File: config.mk
export PLATFORM = sky130hd
export DESIGN_NAME = ds_box2x2
export DESIGN_NICKNAME = d
export VERILOG_FILES = /design/src/rtl/ds_box2x2.sv
export SDC_FILE = /design/constraint.sdc
export NUM_CORES = 2
export LEC_CHECK = 0
export CAP_MARGIN = 20
export CORE_ASPECT_RATIO = 0.6
export CORE_UTILIZATION = 45
export CTS_BUF_LIST = sky130_fd_sc_hd__clkbuf_8
export CTS_CLUSTER_DIAMETER = 40
export CTS_CLUSTER_SIZE = 24
export DETAILED_ROUTE_END_ITERATION = 6
export PLACE_DENSITY = 0.67
export SLEW_MARGIN = 40
export SYNTH_ARGS = -nofsm -noshare
export SYNTH_HDL_FRONTEND = slang
export SYNTH_SLANG_ARGS = --single-unit
File: constraint.sdc
create_clock -name clk -period 13.8 [get_ports clk]
set_input_delay 2.07 -clock clk [delete_from_list [all_inputs] [get_ports clk]]
set_output_delay 2.07 -clock clk [all_outputs]
set_load 0.01 [all_outputs]
File: src/rtl/ds_box2x2.sv
// ds_box2x2 -- 2x2 box-filter downsampler for a raster-order RGB pixel stream.
//
// Every non-overlapping 2x2 block of the input image becomes one output pixel
// whose channels are the floor average of the four input channels. The output
// image is IMG_W/2 x IMG_H/2, addressed linearly in raster order.
//
// Ports:
//   clk           clock
//   rst_n         synchronous active-low reset
//   pix_i         input pixel {R[23:16], G[15:8], B[7:0]}, sampled when pix_valid_i=1
//   pix_valid_i   input valid; gaps of any length are allowed, no backpressure
//   frame_clr_i   synchronous frame restart (like reset, line buffer untouched,
//                 ds_pix_o/ds_addr_o keep their values)
//   ds_pix_o      averaged output pixel, held while ds_valid_o=0
//   ds_valid_o    one-cycle pulse per output pixel, 1 cycle after the
//                 completing (odd row, odd col) input pixel
//   ds_addr_o     linear output index (row/2)*(IMG_W/2)+(col/2), held
//   frame_done_o  one-cycle pulse coincident with the last output of a frame
//
// Only DATA_WIDTH=24 is supported. IMG_W and IMG_H must be even and >= 2.

module ds_box2x2 #(
   parameter int DATA_WIDTH = 24,
   parameter int ADDR_WIDTH = 16,
   parameter int IMG_W      = 256,
   parameter int IMG_H      = 256
) (
   input  logic                  clk,
   input  logic                  rst_n,
   input  logic [DATA_WIDTH-1:0] pix_i,
   input  logic                  pix_valid_i,
   input  logic                  frame_clr_i,
   output logic [DATA_WIDTH-1:0] ds_pix_o,
   output logic                  ds_valid_o,
   output logic [ADDR_WIDTH-1:0] ds_addr_o,
   output logic                  frame_done_o
);

   localparam int CW       = $clog2(IMG_W);
   localparam int RW       = $clog2(IMG_H);
   localparam int LB_DEPTH = IMG_W / 2;
   localparam int LBW      = (LB_DEPTH > 1) ? $clog2(LB_DEPTH) : 1;
   localparam int NOUT     = (IMG_W / 2) * (IMG_H / 2);

   localparam logic [CW-1:0]         COL_LAST = CW'(IMG_W - 1);
   localparam logic [RW-1:0]         ROW_LAST = RW'(IMG_H - 1);
   localparam logic [ADDR_WIDTH-1:0] OUT_LAST = ADDR_WIDTH'(NOUT - 1);

   // Position of the current pixel inside its 2x2 block: {row[0], col[0]}.
   typedef enum logic [1:0] {
      PH_EVEN_EVEN = 2'b00,
      PH_EVEN_ODD  = 2'b01,
      PH_ODD_EVEN  = 2'b10,
      PH_ODD_ODD   = 2'b11
   } phase_t;

   logic [CW-1:0]         col;
   logic [RW-1:0]         row;
   logic [DATA_WIDTH-1:0] held;
   logic [ADDR_WIDTH-1:0] out_cnt;

   // Line buffer: one 27-bit entry per horizontal pair, {R9, G9, B9}.
   logic [26:0]           linebuf [LB_DEPTH];
   logic [LBW-1:0]        lb_idx;
   logic [26:0]           lb_rd;

   phase_t                phase;
   logic                  col_last;
   logic                  row_last;
   logic                  out_last;
   logic [26:0]           pair_sum;
   logic [DATA_WIDTH-1:0] avg_pix;
   logic                  accept;

   logic [8:0]            pr_r, pr_g, pr_b;
   logic [9:0]            qs_r, qs_g, qs_b;

   assign accept   = pix_valid_i && !frame_clr_i;
   assign col_last = (col == COL_LAST);
   assign row_last = (row == ROW_LAST);
   assign out_last = (out_cnt == OUT_LAST);
   assign lb_idx   = LBW'(col >> 1);
   assign lb_rd    = linebuf[lb_idx];

   always_comb begin
      phase    = phase_t'({row[0], col[0]});

      // Horizontal pair sum for even rows (9 bits per channel).
      pr_r     = 9'(held[23:16]) + 9'(pix_i[23:16]);
      pr_g     = 9'(held[15:8])  + 9'(pix_i[15:8]);
      pr_b     = 9'(held[7:0])   + 9'(pix_i[7:0]);
      pair_sum = {pr_r, pr_g, pr_b};

      // Upper pair from the line buffer plus lower pair; 4*255 fits in 10 bits.
      qs_r     = 10'(lb_rd[26:18]) + 10'(held[23:16]) + 10'(pix_i[23:16]);
      qs_g     = 10'(lb_rd[17:9])  + 10'(held[15:8])  + 10'(pix_i[15:8]);
      qs_b     = 10'(lb_rd[8:0])   + 10'(held[7:0])   + 10'(pix_i[7:0]);
      avg_pix  = {qs_r[9:2], qs_g[9:2], qs_b[9:2]};
   end

   // Line buffer storage has no reset: each entry is written on the even row
   // before the odd row of the same block pair reads it.
   always_ff @(posedge clk) begin
      if (rst_n && accept && (phase == PH_EVEN_ODD)) begin
         linebuf[lb_idx] <= pair_sum;
      end
   end

   always_ff @(posedge clk) begin
      if (!rst_n) begin
         col          <= '0;
         row          <= '0;
         held         <= '0;
         out_cnt      <= '0;
         ds_pix_o     <= '0;
         ds_valid_o   <= 1'b0;
         ds_addr_o    <= '0;
         frame_done_o <= 1'b0;
      end else if (frame_clr_i) begin
         // Restart the frame; a pixel presented alongside the clear is dropped.
         col          <= '0;
         row          <= '0;
         held         <= '0;
         out_cnt      <= '0;
         ds_valid_o   <= 1'b0;
         frame_done_o <= 1'b0;
      end else begin
         ds_valid_o   <= 1'b0;
         frame_done_o <= 1'b0;
         if (pix_valid_i) begin
            if (col_last) begin
               col <= '0;
               row <= row_last ? '0 : row + 1'b1;
            end else begin
               col <= col + 1'b1;
            end

            unique case (phase)
               PH_EVEN_EVEN, PH_ODD_EVEN: begin
                  held <= pix_i;
               end
               PH_EVEN_ODD: begin
                  // Pair sum goes to the line buffer in the block above.
               end
               PH_ODD_ODD: begin
                  ds_pix_o     <= avg_pix;
                  ds_valid_o   <= 1'b1;
                  ds_addr_o    <= out_cnt;
                  frame_done_o <= out_last;
                  out_cnt      <= out_last ? '0 : out_cnt + 1'b1;
               end
               default: begin
               end
            endcase
         end
      end
   end

endmodule

==> reports/results.tsv <==
metric	value	unit
via_count	66107	
synth_edf_count	3456	
cts_tree	done	
setup_viol_count_final	0	
ys.flop_type	edfxtp_1	
rows	156	
firstDrtPassIters	7	
crit_arrival	8.09	ns
clock_power_share	32.3	%
first_global_vias	64027	
nNetsFinal	6255	
yosysWarnings	0	
via_per_inst	6.356	
io_buffers	69	
ios	70	
synthArstFlopShare	0	%
ys_ff_latch	3561	
clock_path_buffers	4	
worstSetupEndpointType	register	
fmax	140.7	MHz
ctsResizeCount	0	
swShare	22.68	%
crit_end	ds_pix_o[5]	
critPathKind	reg -> reg	
placed_cells	9930	
yosys-top-cells-count	3456 x edfxtp_1, 1086 x mux4_2, 190 x nor2_1, 159 x nand2_1, 156 x clkbuf_1	
grt_usage	23.65	%
clock_latency	1.06	ns
powerDensity	123.2	mW/mm^2
fin_ws	6.694	ns
post_drt_wl_per_cell	35.21	um
die_x	716.3	um
synth.top_cell.area_share	75.34	%
syn_area_per_cell	23.37	sq um
drcViolationCount	0	
fin_area	0.1516	sq mm
grt_max_degree	131	
synth_area_leaders	edfxtp_1 75%, mux4_2 18%, dfxtp_1 1.5%	
post-synth-top-count-cell	edfxtp_1	
power.leakage	0.04477	uW
cp-start-kind	register	
syn_nets	5998	
slew_viol_final	0	
placed_cell_area	0.1455	sq mm
cts.sinks	3561	
dp_slack	6.551	ns
grt_first_pass_wirelength	508800	um
grt_overflow	0	
syn2layout_area_growth	10.05	%
ir_drop	0.08371	mV
hold_violations	0	
tightest_slew	0.9602	ns
numCtsBuffers	235	
rsz0062_at_grt	no	
drv_cap	0	
htree_levels	4	
post_cts.repair.setup_buffers	0	
synth_top_area_cell	edfxtp_1	
path_clk_slew	0.11	ns
start_util	45.50	%
post-route-min-period	7.106	ns
intPower	14440	uW
combPwrFrac	3.4	%
required	14.79	ns
antenna_found_initial	57	
clock-root-buffer	clkbuf_8	
power.switching	4234	uW
min_path_type	reg -> reg	
fin_cells	10401	
wirelength	366200	um
coreArea	0.3027	sq mm
post-dp-hpwl	208200	um
fin_worst_skew	0.06612	ns
dieArea	0.3084	sq mm
drtIter0Drc	11588	
finalSetupTns	0	ns
pwr-share-seq	64.4	%
ctsHoldBuffers	0	
ys_types	58	
regToRegSetupSlack	6.69	ns
seq_area_frac_synth	76.86	%
r2r_cells	22	
ant_nets	0	
drive_gt1_share	30.97	%
regToRegEndpoint	ds_pix_o[5]	
worstPathMaxFanout	63	
place.gp.congestion	0.8659	
status	completed	
slew_headroom	35.99	%
dieHeight	430.6	um
total_power	18670	uW
finalCritPeriodShare	51.50	%
synth_area	0.1378	sq mm
syn_inst	5895	
==> worst min-delay path by stage <==
stage                              from             to  slack [ns]  cells past startpoint
after floorplan             out_cnt[11]  ds_addr_o[11]        0.43                      2
after CTS                   ds_pix_o[5]    ds_pix_o[5]        0.46                      2
after detailed placement    ds_pix_o[5]    ds_pix_o[5]        0.44                      2
after global placement      ds_pix_o[8]    ds_pix_o[8]        0.45                      2
final                       ds_pix_o[5]    ds_pix_o[5]        0.46                      2
after global routing      ds_addr_o[12]  ds_addr_o[12]        0.48                      2
==> worst max-delay path, stage by stage (launching register included) <==
cell and delay [ns]:
dfxtp_4 0.65, buf_12 0.46, buf_16 0.35, buf_4 0.71, mux4_2 0.43, mux4_2 0.55
mux4_2 0.53, mux2i_1 0.31, fa_1 0.50, nand3b_1 0.19, a211o_1 0.35, nor2_1 0.12
a21oi_1 0.08, fa_1 0.50, nor2b_1 0.15, o21ai_0 0.09, nand2b_1 0.09, and2_1 0.14
o21ai_0 0.08, nand2b_1 0.12, xor2_1 0.16, nand2_1 0.07, a21oi_1 0.15
==> through the flow <==
stage / hold WS (ns) / utilization (%)
floorplan: 0.4319 / -
global placement: 0.4484 / 47.96
detailed placement: 0.4432 / 48.08
CTS: 0.4584 / 49.93
global route: 0.4822 / 50.06
finish: 0.4578 / 50.08
==> metal layers <==
layer  wire length [um]  vias up  part of all wire (%)  GRT usage, %
li1                   -    25509                     -             -
met1             149100    35764                    41         36.49
met2             152300     4286                    42         32.06
met3              57390      506                    16         9.345
met4               7105       42                   1.9         4.238
met5                264        -                 0.072             0
==> power by group through the flow <==
stage	sequential, uW	combinational [uW]	clock [uW]
2_1_floorplan	12300	295	0
5_1_grt	12000	663	6460
6_report	12000	626	6020
3_5_place_dp	12300	605	0
4_1_cts	12000	604	6100
3_3_place_gp	12300	566	0
==> cell type report <==
class                           count  area [sq um]
Antenna cell                       27         67.56
Clock buffer                      238          3276
Clock inverter                    192          2336
Fill cell                       23219        151100
Inverter                           37         142.6
Multi-Input combinational cell   1993         31630
Sequential cell                  3561        105900
Tap cell                         4029          5041
Timing Repair Buffer              324          3206
==> placed cells by master (no fill, tap or decap), types with 27 or more instances in the layout <==
cell type,Yosys,layout
clkdlybuf4s50_1,0,69
diode_2,0,27
nor2_4,0,129
a21oi_1,93,93
ha_1,48,45
clkbuf_8,0,239
mux2i_1,38,38
edfxtp_1,3456,3456
o21ai_0,32,31
nand3_1,33,28
inv_1,37,43
buf_4,24,204
inv_6,0,35
fa_1,27,27
nor2_1,190,61
nand2_1,159,149
mux4_2,1086,1086
dfxtp_1,105,98
==> cell families after synthesis <==
kind of cell	synth area share (%)
adders and majority gates	0.8283
buffers and inverters	1.143
muxes	18.24
AOI/OAI and AO/OA	1.025
DFF	76.86
xor gates and xnor gates	0.3433
and+or+nand+nor	1.564
==> state kept, by name, indices dropped and copies added, names as in the netlist, named ones only <==
| name | flops |
|---|---|
| ds_addr_o | 16 |
| linebuf | 3456 |
| row | 8 |
| col | 8 |
| out_cnt | 16 |
| ds_pix_o | 24 |
| held | 24 |
| ds_valid_o | 1 |
| frame_done_o | 1 |
Power figures use the tool's default switching activity.
